`config.mk`:
```
export PLATFORM = sky130hd
export DESIGN_NAME = instr_realigner
export DESIGN_NICKNAME = d
export VERILOG_FILES = /design/src/rtl/instr_realigner_pkg.sv /design/src/rtl/instr_realigner_queue.sv /design/src/rtl/instr_realigner.sv
export SDC_FILE = /design/constraint.sdc
export NUM_CORES = 1
export LEC_CHECK = 0
export BUFFER_PORTS_ARGS = -buffer_cell sky130_fd_sc_hd__buf_2
export CAP_MARGIN = 20
export CELL_PAD_IN_SITES_DETAIL_PLACEMENT = 2
export CELL_PAD_IN_SITES_GLOBAL_PLACEMENT = 2
export CORE_ASPECT_RATIO = 1.5
export CORE_MARGIN = 1.5
export CORE_UTILIZATION = 41
export CTS_CLUSTER_DIAMETER = 100
export DETAILED_ROUTE_END_ITERATION = 8
export PLACE_DENSITY = 0.78
export SYNTH_ARGS = -nofsm -noshare
export SYNTH_HDL_FRONTEND = slang
export SYNTH_SLANG_ARGS = --single-unit
```
`constraint.sdc`:
```
create_clock -name clk_i -period 7.5 [get_ports clk_i]
set_input_delay 1.125 -clock clk_i [delete_from_list [all_inputs] [get_ports clk_i]]
set_output_delay 1.125 -clock clk_i [all_outputs]
set_load 0.05 [all_outputs]
```
`src/rtl/instr_realigner_pkg.sv`:
```
// Shared types for the instruction realigner: fetch-exception record, aligned
// instruction entry and half-word helpers.
package instr_realigner_pkg;

  typedef struct packed {
    logic [63:0] cause;
    logic [63:0] tval;
    logic        valid;
  } exception_t;

  typedef struct packed {
    logic [63:0] pc;
    logic [31:0] instr;
    logic        is_compressed;
    exception_t  ex;
  } fetch_entry_t;

  localparam logic [63:0] INSTR_ALIGN_HALF = 64'd2;

  function automatic logic is_rvc(input logic [1:0] opc);
    return opc != 2'b11;
  endfunction

endpackage

```
`src/rtl/instr_realigner_queue.sv`:
```
// Generic circular FIFO of fetch entries; flush has priority over push and pop.
module instr_queue
  import instr_realigner_pkg::*;
#(
  parameter int DEPTH = 4
) (
  input  logic         clk_i,
  input  logic         rst_i,
  input  logic         flush_i,
  input  logic         push_i,
  input  fetch_entry_t data_i,
  input  logic         pop_i,
  output fetch_entry_t data_o,
  output logic         full_o,
  output logic         empty_o
);

  localparam int AW = $clog2(DEPTH);
  localparam logic [AW-1:0] PTR_ONE  = AW'(1);
  localparam logic [AW:0]   CNT_ONE  = (AW+1)'(1);
  localparam logic [AW:0]   CNT_FULL = (AW+1)'(DEPTH);

  fetch_entry_t  mem [DEPTH];
  logic [AW-1:0] wr_q, rd_q;
  logic [AW:0]   cnt_q;
  logic          do_push, do_pop;

  assign empty_o = (cnt_q == '0);
  assign full_o  = (cnt_q == CNT_FULL);
  assign do_pop  = pop_i & !empty_o;
  assign do_push = push_i & (!full_o | do_pop);

  // Storage is gated so an empty queue presents all-zero head fields.
  assign data_o = empty_o ? '0 : mem[rd_q];

  always_ff @(posedge clk_i) begin
    if (do_push && !flush_i) mem[wr_q] <= data_i;
  end

  always_ff @(posedge clk_i or posedge rst_i) begin
    if (rst_i) begin
      wr_q  <= '0;
      rd_q  <= '0;
      cnt_q <= '0;
    end else if (flush_i) begin
      wr_q  <= '0;
      rd_q  <= '0;
      cnt_q <= '0;
    end else begin
      if (do_push) wr_q <= wr_q + PTR_ONE;
      if (do_pop)  rd_q <= rd_q + PTR_ONE;
      case ({do_push, do_pop})
        2'b10:   cnt_q <= cnt_q + CNT_ONE;
        2'b01:   cnt_q <= cnt_q - CNT_ONE;
        default: cnt_q <= cnt_q;
      endcase
    end
  end

endmodule

```
`src/rtl/instr_realigner.sv`:
```
// Splits 32-bit fetch words at RVC/RV boundaries, stitching straddling 32-bit
// instructions, and queues aligned instructions for the decoder.
module instr_realigner
  import instr_realigner_pkg::*;
#(
  parameter int DEPTH = 4
) (
  input  logic        clk_i,
  input  logic        rst_i,
  input  logic        flush_i,
  input  logic        fetch_valid_i,
  output logic        fetch_ready_o,
  input  logic [63:0] fetch_addr_i,
  input  logic [31:0] fetch_rdata_i,
  input  logic        fetch_ex_valid_i,
  input  logic [63:0] fetch_ex_cause_i,
  output logic        instr_valid_o,
  input  logic        instr_ready_i,
  output logic [63:0] instr_pc_o,
  output logic [31:0] instr_o,
  output logic        is_compressed_o,
  output logic        ex_valid_o,
  output logic [63:0] ex_cause_o,
  output logic [63:0] ex_tval_o
);

  logic [31:0]  word_q;
  logic [63:0]  addr_q;
  logic         off_q, word_v_q, word_ex_q;
  logic [63:0]  word_cause_q;
  logic [15:0]  pend_q;
  logic [63:0]  pend_pc_q;
  logic         pend_v_q;
  logic         lock_q;

  fetch_entry_t entry, head;
  logic         push, consume, set_off, set_pend, clr_pend, set_lock;
  logic         q_full, q_empty, pop, space, fetch_hs;
  logic [15:0]  upper;
  logic [63:0]  upper_pc;

  assign pop      = !q_empty & instr_ready_i;
  assign space    = !q_full | pop;
  assign upper    = word_q[31:16];
  assign upper_pc = addr_q + INSTR_ALIGN_HALF;

  always_comb begin
    push     = 1'b0;
    entry    = '0;
    consume  = 1'b0;
    set_off  = 1'b0;
    set_pend = 1'b0;
    clr_pend = 1'b0;
    set_lock = 1'b0;
    if (word_v_q && !lock_q) begin
      if (word_ex_q) begin
        if (space) begin
          push           = 1'b1;
          entry.pc       = pend_v_q ? pend_pc_q : (off_q ? upper_pc : addr_q);
          entry.ex.valid = 1'b1;
          entry.ex.cause = word_cause_q;
          entry.ex.tval  = entry.pc;
          clr_pend       = 1'b1;
          consume        = 1'b1;
          set_lock       = 1'b1;
        end
      end else if (pend_v_q) begin
        if (space) begin
          push        = 1'b1;
          entry.pc    = pend_pc_q;
          entry.instr = {word_q[15:0], pend_q};
          clr_pend    = 1'b1;
          set_off     = 1'b1;
        end
      end else if (!off_q) begin
        if (space) begin
          push     = 1'b1;
          entry.pc = addr_q;
          if (is_rvc(word_q[1:0])) begin
            entry.instr         = {16'h0, word_q[15:0]};
            entry.is_compressed = 1'b1;
            set_off             = 1'b1;
          end else begin
            entry.instr = word_q;
            consume     = 1'b1;
          end
        end
      end else if (is_rvc(upper[1:0])) begin
        if (space) begin
          push                = 1'b1;
          entry.pc            = upper_pc;
          entry.instr         = {16'h0, upper};
          entry.is_compressed = 1'b1;
          consume             = 1'b1;
        end
      end else begin
        // Lower half of a straddling instruction: no queue slot needed.
        set_pend = 1'b1;
        consume  = 1'b1;
      end
    end
  end

  // An exception word locks the fetch side until the frontend flushes.
  assign fetch_ready_o = !lock_q & (!word_v_q | (push & consume & !word_ex_q));
  assign fetch_hs      = fetch_valid_i & fetch_ready_o;

  always_ff @(posedge clk_i or posedge rst_i) begin
    if (rst_i) begin
      word_q       <= '0;
      addr_q       <= '0;
      off_q        <= 1'b0;
      word_v_q     <= 1'b0;
      word_ex_q    <= 1'b0;
      word_cause_q <= '0;
      pend_q       <= '0;
      pend_pc_q    <= '0;
      pend_v_q     <= 1'b0;
      lock_q       <= 1'b0;
    end else if (flush_i) begin
      word_v_q <= 1'b0;
      pend_v_q <= 1'b0;
      lock_q   <= 1'b0;
    end else begin
      if (fetch_hs) begin
        word_q       <= fetch_rdata_i;
        addr_q       <= fetch_addr_i & ~64'd3;
        off_q        <= fetch_addr_i[1];
        word_v_q     <= 1'b1;
        word_ex_q    <= fetch_ex_valid_i;
        word_cause_q <= fetch_ex_cause_i;
      end else begin
        if (consume) word_v_q <= 1'b0;
        if (set_off) off_q    <= 1'b1;
      end
      if (set_pend) begin
        pend_q    <= upper;
        pend_pc_q <= upper_pc;
        pend_v_q  <= 1'b1;
      end else if (clr_pend) begin
        pend_v_q <= 1'b0;
      end
      if (set_lock) lock_q <= 1'b1;
    end
  end

  instr_queue #(.DEPTH(DEPTH)) u_queue (
    .clk_i   (clk_i),
    .rst_i   (rst_i),
    .flush_i (flush_i),
    .push_i  (push),
    .data_i  (entry),
    .pop_i   (pop),
    .data_o  (head),
    .full_o  (q_full),
    .empty_o (q_empty)
  );

  assign instr_valid_o   = !q_empty;
  assign instr_pc_o      = head.pc;
  assign instr_o         = head.instr;
  assign is_compressed_o = head.is_compressed;
  assign ex_valid_o      = head.ex.valid;
  assign ex_cause_o      = head.ex.cause;
  assign ex_tval_o       = head.ex.tval;

endmodule

```
==> metrics.txt, run 1 <==
# TYPE chip_impl_metric gauge
chip_impl_info{name="run_status",value="completed"} 1
chip_impl_metric{name="initial_core_util",unit="%"} 41.4
chip_impl_info{name="r2r_start",value="u_queue.cnt_q[0]"} 1
chip_impl_metric{name="average_via_count_per_standard_cell",unit=""} 5.47
chip_impl_metric{name="fmax",unit="MHz"} 203
chip_impl_metric{name="postPlaceCellArea",unit="sq um"} 49300
chip_impl_metric{name="grt.met1_usage",unit="%"} 26.8
chip_impl_metric{name="minimum_period_implied_by_the_final_worst_setup_slack",unit="ns"} 4.93
chip_impl_metric{name="gp_congestion",unit=""} 0.754
chip_impl_metric{name="critPathRequiredTime",unit="ns"} 6.38
chip_impl_metric{name="detail_route.iter0.violations",unit=""} 1505
chip_impl_info{name="clock_tree_from_tritoncts",value="built"} 1
chip_impl_metric{name="ctsHtreeMaxLevel",unit=""} 3
chip_impl_metric{name="yosysUniqueCellTypes",unit=""} 48
chip_impl_metric{name="final_core_util",unit="%"} 48.1
chip_impl_info{name="mostFrequentLayoutCell",value="sky130_fd_sc_hd__edfxtp_1"} 1
chip_impl_metric{name="final_antenna_net_count",unit=""} 0
chip_impl_metric{name="cts.hold.buffers_added",unit=""} 0
chip_impl_metric{name="average_wire_per_cell_in_the_routed_design",unit="um"} 28.8
chip_impl_metric{name="total_leakage_power",unit="nW"} 19.1
chip_impl_info{name="worst_setup_path_endpoint",value="instr_pc_o[28]"} 1
chip_impl_metric{name="detailed_route_drc_error_count",unit=""} 0
chip_impl_metric{name="report.final.slew_viol_count",unit=""} 0
chip_impl_metric{name="timing.final.setup_violations",unit=""} 0
chip_impl_metric{name="syn_area_per_cell",unit="sq um"} 18.6
chip_impl_metric{name="final_hold_viol_count",unit=""} 0
chip_impl_info{name="most-common-layout-cells",value="896 x sky130_fd_sc_hd__edfxtp_1, 390 x sky130_fd_sc_hd__buf_2, 289 x sky130_fd_sc_hd__and2_1"} 1
chip_impl_metric{name="final.setup_skew",unit="ns"} 0.0320
chip_impl_metric{name="cts_setup_buffers",unit=""} 0
chip_impl_metric{name="synth_async_sr_flop_share",unit="%"} 21.7
chip_impl_info{name="ys_top_cells_by_area",value="sky130_fd_sc_hd__edfxtp_1 59%, sky130_fd_sc_hd__dfrtp_1 14%, sky130_fd_sc_hd__mux4_2 11%, sky130_fd_sc_hd__mux2_2 5.1%, sky130_fd_sc_hd__and2_1 4.0%"} 1
chip_impl_metric{name="maximum_number_of_pins_on_one_net_before_global_route_repair",unit=""} 128
chip_impl_metric{name="initial_antenna_violation_count",unit=""} 29
chip_impl_metric{name="number_of_synthesized_flops_with_an_enable_pin",unit=""} 896
chip_impl_metric{name="reg2reg_depth",unit=""} 5
chip_impl_metric{name="syn-cell-area",unit="sq um"} 45700
chip_impl_info{name="holdCritPathClass",value="input port to async pin"} 1
chip_impl_metric{name="synth_largest_type_area_fraction",unit="%"} 58.8
chip_impl_metric{name="post-dp-hpwl",unit="um"} 74900
chip_impl_metric{name="postLayoutCellArea",unit="sq um"} 53100
chip_impl_info{name="grt_setup_unrepaired",value="no"} 1
chip_impl_info{name="setup.worst_path.start",value="u_queue.cnt_q[0]"} 1
chip_impl_metric{name="hold_ws",unit="ns"} 0.417
chip_impl_metric{name="clock_latency_on_the_worst_skew_pair",unit="ns"} 0.71
chip_impl_metric{name="worst_ep_arrival_time",unit="ns"} 3.80
chip_impl_metric{name="multi_input_comb_area",unit="sq um"} 12000
chip_impl_metric{name="timing.max_cap.violations",unit=""} 0
chip_impl_metric{name="synth_warnings",unit=""} 0
chip_impl_info{name="ys_dominant_reg_cell",value="sky130_fd_sc_hd__edfxtp_1"} 1
chip_impl_metric{name="sequential_cell_area",unit="sq um"} 33100
chip_impl_metric{name="ys_ff_latch",unit=""} 1145
chip_impl_metric{name="floorplan.core_area",unit="sq um"} 110000
chip_impl_metric{name="setup-tns-final",unit="ns"} 0
chip_impl_metric{name="max-slew-margin-rel",unit="%"} 26.0
chip_impl_info{name="grt_busiest_layer",value="met2"} 1
chip_impl_metric{name="place.detailed.instances",unit=""} 4161
chip_impl_metric{name="syn_inst",unit=""} 2452
chip_impl_info{name="cts_root_buf",value="sky130_fd_sc_hd__clkbuf_16"} 1
chip_impl_metric{name="use_met2",unit="%"} 39.6
chip_impl_info{name="timing.critical_path.to_type",value="primary output"} 1
chip_impl_metric{name="clock-sinks",unit=""} 1145
chip_impl_metric{name="first_global_vias",unit=""} 27100
chip_impl_metric{name="detail_route.wirelength",unit="um"} 126000
chip_impl_metric{name="port_buffers",unit=""} 390
chip_impl_info{name="setup.worst_path.start_class",value="flop"} 1
chip_impl_info{name="r2r-end",value="u_queue.mem[1][167]"} 1
chip_impl_metric{name="layout-area-overhead-vs-synth",unit="%"} 16.0
chip_impl_metric{name="max-vdd-ir-drop",unit="mV"} 0.399
chip_impl_metric{name="synth_sequential_area_ratio",unit="%"} 72.5
chip_impl_metric{name="core.rowCount",unit=""} 149
chip_impl_metric{name="design.portCount",unit=""} 394
chip_impl_metric{name="grt.overflow.total",unit=""} 0
chip_impl_metric{name="die-width",unit="um"} 276
chip_impl_metric{name="global_route_wire_length_before_repair",unit="um"} 185000
chip_impl_metric{name="final_layout_size_suffix_gt1_share",unit="%"} 35.6
chip_impl_metric{name="num_vias",unit=""} 24000
chip_impl_metric{name="r2r_setup_slack",unit="ns"} 3.81
chip_impl_metric{name="die_area",unit="sq um"} 114000
chip_impl_info{name="crit_type",value="flop to primary output"} 1
chip_impl_metric{name="drt_first_pass_iters",unit=""} 5
chip_impl_metric{name="met3_track_demand_over_resource_in_global_routing",unit="%"} 4.41
chip_impl_metric{name="die_h",unit="um"} 412
chip_impl_info{name="synth_top_area_cell",value="sky130_fd_sc_hd__edfxtp_1"} 1
chip_impl_metric{name="n_fill_cell",unit=""} 10000
chip_impl_metric{name="final_net_count",unit=""} 3010
chip_impl_metric{name="powerDensity",unit="nW/um^2"} 411
chip_impl_metric{name="final_cells",unit=""} 4382
chip_impl_metric{name="cts-root-to-sink-buffers",unit=""} 3
chip_impl_metric{name="path_max_fanout",unit=""} 65
chip_impl_metric{name="post_cts_resized",unit=""} 0
chip_impl_metric{name="fin_crit_sh",unit="%"} 65.7
chip_impl_metric{name="grtUsageTotal",unit="%"} 22.4
chip_impl_metric{name="cts_inserted_buffers",unit=""} 109
chip_impl_metric{name="clk_transition_reported_paths",unit="ns"} 0.06
chip_impl_metric{name="timing_worst_slew_pin_value",unit="ns"} 1.11
## cells in the mapped netlist, types with 2 or more instances
master and n:
sky130_fd_sc_hd__a21boi_0 2, sky130_fd_sc_hd__a21oi_1 9, sky130_fd_sc_hd__a222oi_1 14, sky130_fd_sc_hd__a22oi_1 16
sky130_fd_sc_hd__and2_1 293, sky130_fd_sc_hd__buf_1 29, sky130_fd_sc_hd__buf_2 19, sky130_fd_sc_hd__buf_4 3
sky130_fd_sc_hd__buf_6 9, sky130_fd_sc_hd__clkbuf_1 90, sky130_fd_sc_hd__dfrtp_1 249, sky130_fd_sc_hd__edfxtp_1 896
sky130_fd_sc_hd__ha_1 4, sky130_fd_sc_hd__inv_1 9, sky130_fd_sc_hd__mux2_1 89, sky130_fd_sc_hd__mux2_2 209
sky130_fd_sc_hd__mux2i_1 3, sky130_fd_sc_hd__mux4_2 224, sky130_fd_sc_hd__nand2_1 72, sky130_fd_sc_hd__nand2b_1 7
sky130_fd_sc_hd__nand3_1 4, sky130_fd_sc_hd__nand3b_1 2, sky130_fd_sc_hd__nor2_1 166, sky130_fd_sc_hd__nor2b_1 3
sky130_fd_sc_hd__nor3_1 2, sky130_fd_sc_hd__nor4_1 2, sky130_fd_sc_hd__o21ai_0 3, sky130_fd_sc_hd__or3_1 2
sky130_fd_sc_hd__xnor2_1 2, sky130_fd_sc_hd__xor2_1 2
## routing by layer
layer / vias up / share of wire [%]
met4: 26 / 3.1
met2: 603 / 53
met3: 193 / 4.9
li1: 10200 / -
met5: - / 0.13
met1: 12900 / 39
## worst min-delay path by stage
stage	from	end	depth (start not counted)
final	rst_i	word_cause_q[1]	2
after global routing	rst_i	word_q[17]	2
after CTS	rst_i	word_cause_q[1]	2
after detailed placement	pend_q[0]	pend_q[0]	1
after global placement	pend_pc_q[1]	pend_pc_q[1]	1
after floorplan	pend_q[0]	pend_q[0]	1
## sequential cells by signal (all words and copies together), names as in the netlist
| signal | count |
|---|---|
| word_ex_q | 1 |
| addr_q | 62 |
| lock_q | 1 |
| word_q | 32 |
| pend_q | 16 |
| off_q | 1 |
| word_cause_q | 64 |
| word_v_q | 1 |
| u_queue.wr_q | 2 |
| pend_v_q | 1 |
| u_queue.cnt_q | 3 |
| pend_pc_q | 63 |
| u_queue.mem | 896 |
| u_queue.rd_q | 2 |
## worst max-delay path, stage by stage (launching register included)
cell and delay, ns:
sky130_fd_sc_hd__dfrtp_1 0.50, sky130_fd_sc_hd__or3_4 0.53, sky130_fd_sc_hd__buf_4 0.66, sky130_fd_sc_hd__buf_4 0.58, sky130_fd_sc_hd__and2_1 0.31, sky130_fd_sc_hd__buf_2 0.30
## stage by stage
stage | setup WS, ns | total power [mW]
3_3_place_gp | 3.15 | 16.0
2_1_floorplan | 2.48 | 13.9
4_1_cts | 2.41 | 22.1
6_report | 2.57 | 21.8
3_5_place_dp | 3.04 | 16.3
5_1_grt | 2.41 | 22.7
## cell type report
cell class | instances | share of cell area [%]
tap | 1434 | 3.38
clock inverter | 65 | 1.30
antenna | 14 | 0.0660
sequential | 1145 | 62.5
multi-input combinational | 1149 | 22.5
clock buffer | 141 | 5.66
inverter | 9 | 0.0707
timing repair buffer | 425 | 4.52
## cells by family (layout without fill, tap and decap cells)
kind of cell,Yosys count,after routing,share of synthesized area (%)
mux,525,525,18.4
simple gates,559,559,6.36
other cells,1,16,0.00820
compound gates,54,54,0.969
flops,1145,1145,72.5
buf+inv,159,640,1.53
xor+xnor,4,4,0.0766
fa+ha+maj,5,5,0.153
## where the power goes
part / leakage, nW / total, mW / switching [mW] / internal (mW)
Combinational: 6.02 / 7.84 / 5.50 / 2.35
Clock: 1.80 / 5.71 / 2.46 / 3.25
Sequential: 11.3 / 8.24 / 0.499 / 7.74
Total: 19.1 / 21.8 / 8.46 / 13.3
Note: power is estimated with default switching activity, not from simulation.
==> run 2: changes to the inputs <==
Settings changed: CORE_UTILIZATION 41 to 45, PLACE_DENSITY 0.78 to 0.81.
Clock period 7.5 ns to 5.05 ns, I/O delays scaled along.
==> metrics.txt, run 2 (synthesis results as in run 1) <==
# TYPE chip_impl_metric gauge
chip_impl_info{name="run_status",value="completed"} 1
chip_impl_metric{name="final_cells",unit=""} 4273
chip_impl_metric{name="ctsHtreeMaxLevel",unit=""} 3
chip_impl_metric{name="die_area",unit="sq um"} 104000
chip_impl_metric{name="num_vias",unit=""} 24200
chip_impl_metric{name="final.setup_skew",unit="ns"} 0.0274
chip_impl_metric{name="r2r_setup_slack",unit="ns"} 1.74
chip_impl_metric{name="postPlaceCellArea",unit="sq um"} 49600
chip_impl_metric{name="critPathRequiredTime",unit="ns"} 4.29
chip_impl_metric{name="total_leakage_power",unit="nW"} 19.2
chip_impl_metric{name="cts_inserted_buffers",unit=""} 108
chip_impl_metric{name="initial_core_util",unit="%"} 45.2
chip_impl_metric{name="maximum_number_of_pins_on_one_net_before_global_route_repair",unit=""} 138
chip_impl_metric{name="grtUsageTotal",unit="%"} 25.1
chip_impl_metric{name="average_wire_per_cell_in_the_routed_design",unit="um"} 30.1
chip_impl_info{name="clock_tree_from_tritoncts",value="built"} 1
chip_impl_info{name="setup.worst_path.start_class",value="flop"} 1
chip_impl_metric{name="die-width",unit="um"} 263
chip_impl_metric{name="detail_route.wirelength",unit="um"} 129000
chip_impl_metric{name="final_hold_viol_count",unit=""} 0
chip_impl_info{name="most-common-layout-cells",value="896 x sky130_fd_sc_hd__edfxtp_1, 390 x sky130_fd_sc_hd__buf_2, 289 x sky130_fd_sc_hd__and2_1"} 1
chip_impl_metric{name="final_layout_size_suffix_gt1_share",unit="%"} 35.8
chip_impl_metric{name="fin_crit_sh",unit="%"} 80.2
chip_impl_metric{name="drt_first_pass_iters",unit=""} 5
chip_impl_metric{name="detailed_route_drc_error_count",unit=""} 0
chip_impl_info{name="reg.largest.list",value="u_queue.mem (896), word_cause_q (64), pend_pc_q (63)"} 1
chip_impl_metric{name="layout-area-overhead-vs-synth",unit="%"} 16.2
chip_impl_metric{name="grt.overflow.total",unit=""} 0
chip_impl_info{name="grt_setup_unrepaired",value="no"} 1
chip_impl_metric{name="first_global_vias",unit=""} 27900
chip_impl_metric{name="setup-tns-final",unit="ns"} 0
chip_impl_info{name="mostFrequentLayoutCell",value="sky130_fd_sc_hd__edfxtp_1"} 1
chip_impl_metric{name="post-dp-hpwl",unit="um"} 78600
chip_impl_metric{name="timing.final.setup_violations",unit=""} 0
chip_impl_info{name="cp_cell_sequence",value="buf_4 -> mux4_2 -> and2_1 -> buf_2"} 1
chip_impl_info{name="crit_type",value="flop to primary output"} 1
chip_impl_info{name="holdCritPathClass",value="input port to flop"} 1
chip_impl_metric{name="place.detailed.instances",unit=""} 4059
chip_impl_metric{name="final_net_count",unit=""} 3037
chip_impl_info{name="registers.top_by_ff_count",value="u_queue.mem"} 1
chip_impl_metric{name="report.final.slew_viol_count",unit=""} 0
chip_impl_info{name="highest_delay_cell_along_the_critical_path",value="sky130_fd_sc_hd__dfrtp_4"} 1
chip_impl_metric{name="gp_congestion",unit=""} 0.747
chip_impl_metric{name="port_buffers",unit=""} 390
chip_impl_metric{name="path_max_fanout",unit=""} 41
chip_impl_metric{name="core.rowCount",unit=""} 143
chip_impl_metric{name="max-slew-margin-rel",unit="%"} 25.2
chip_impl_metric{name="die_h",unit="um"} 393
chip_impl_metric{name="timing_worst_slew_pin_value",unit="ns"} 1.12
chip_impl_metric{name="global_route_wire_length_before_repair",unit="um"} 191000
chip_impl_metric{name="total_power",unit="mW"} 32.2
chip_impl_metric{name="design.portCount",unit=""} 394
chip_impl_info{name="cts_root_buf",value="sky130_fd_sc_hd__clkbuf_16"} 1
chip_impl_metric{name="clock_latency_on_the_worst_skew_pair",unit="ns"} 0.72
chip_impl_metric{name="clock-sinks",unit=""} 1145
chip_impl_metric{name="minimum_period_implied_by_the_final_worst_setup_slack",unit="ns"} 4.05
chip_impl_metric{name="largest_register_ff_count",unit=""} 896
chip_impl_metric{name="slowest_delay",unit="ns"} 1.11
chip_impl_info{name="timing.critical_path.to_type",value="primary output"} 1
chip_impl_metric{name="worst_ep_arrival_time",unit="ns"} 3.29
chip_impl_metric{name="cts-root-to-sink-buffers",unit=""} 3
chip_impl_metric{name="post_cts_resized",unit=""} 0
chip_impl_metric{name="postLayoutCellArea",unit="sq um"} 53100
chip_impl_metric{name="detail_route.iter0.violations",unit=""} 1625
chip_impl_metric{name="floorplan.core_area",unit="sq um"} 101000
chip_impl_metric{name="clk_transition_reported_paths",unit="ns"} 0.07
chip_impl_metric{name="initial_antenna_violation_count",unit=""} 32
chip_impl_metric{name="fmax",unit="MHz"} 247
chip_impl_metric{name="timing.max_cap.violations",unit=""} 0
chip_impl_metric{name="final_antenna_net_count",unit=""} 0
chip_impl_metric{name="average_via_count_per_standard_cell",unit=""} 5.66
chip_impl_metric{name="max-vdd-ir-drop",unit="mV"} 0.474
chip_impl_metric{name="powerDensity",unit="nW/um^2"} 606
run 2: repair_timing:
action                                  4_1_cts  5_1_grt
endpoints found under the setup margin        0        0
setup buffers                                 0        0
hold buffers                                  1        0
hold endpoints to repair                     13        0
run 2: final cells by class:
class	instances	area, sq um
Multi-Input combinational cell	1149	12000
Inverter	9	37.5
Clock inverter	46	455
Fill cell	8781	48000
Tap cell	1305	1630
Sequential cell	1145	33100
Clock buffer	158	3050
Antenna cell	8	20.0
Timing Repair Buffer	453	2840
run 2: critical path, delay by kind of cell, from the launching register on:
family	cells	cell delay, ns
AND/OR/NAND/NOR	1	0.19
flip-flops	1	1.11
buffers and inverters	2	0.65
multiplexers	1	0.58
run 2: stage by stage:
| step | util, % | setup WS [ns] | hold slack, ns |
|---|---|---|---|
| 2_1_floorplan | - | 0.398 | 0.435 |
| 6_report | 52.6 | 0.999 | 0.263 |
| 4_1_cts | 52.5 | 0.886 | 0.212 |
| 3_3_place_gp | 49.0 | 1.44 | 0.450 |
| 3_5_place_dp | 49.0 | 1.26 | 0.465 |
| 5_1_grt | 52.6 | 0.830 | 0.247 |
run 2: worst paths after layout:
check	startpoint	end	depth (start not counted)
min reg2reg	word_cause_q[1]	word_cause_q[1]	1
max	u_queue.rd_q[0]	instr_pc_o[44]	4
max reg2reg	u_queue.cnt_q[0]	u_queue.mem[3][150]	5
min	fetch_ex_cause_i[6]	word_cause_q[6]	2
max in group asynchronous	rst_i	pend_pc_q[23]	4
min in group asynchronous	rst_i	word_q[21]	3
run 2: routing by layer:
| layer | vias up | routed length [um] | GRT usage (%) |
|---|---|---|---|
| li1 | 10200 | - | - |
| met1 | 13000 | 48200 | 29.5 |
| met2 | 696 | 70700 | 46.7 |
| met3 | 204 | 6370 | 4.32 |
| met4 | 30 | 3350 | 7.73 |
| met5 | - | 197 | 0 |
run 2: report_power, final:
part | leakage, nW | internal, mW | switching, mW | total, mW
clock | 1.71 | 4.56 | 3.58 | 8.13
combinational | 6.23 | 3.60 | 8.19 | 11.8
sequential | 11.3 | 11.5 | 0.801 | 12.3
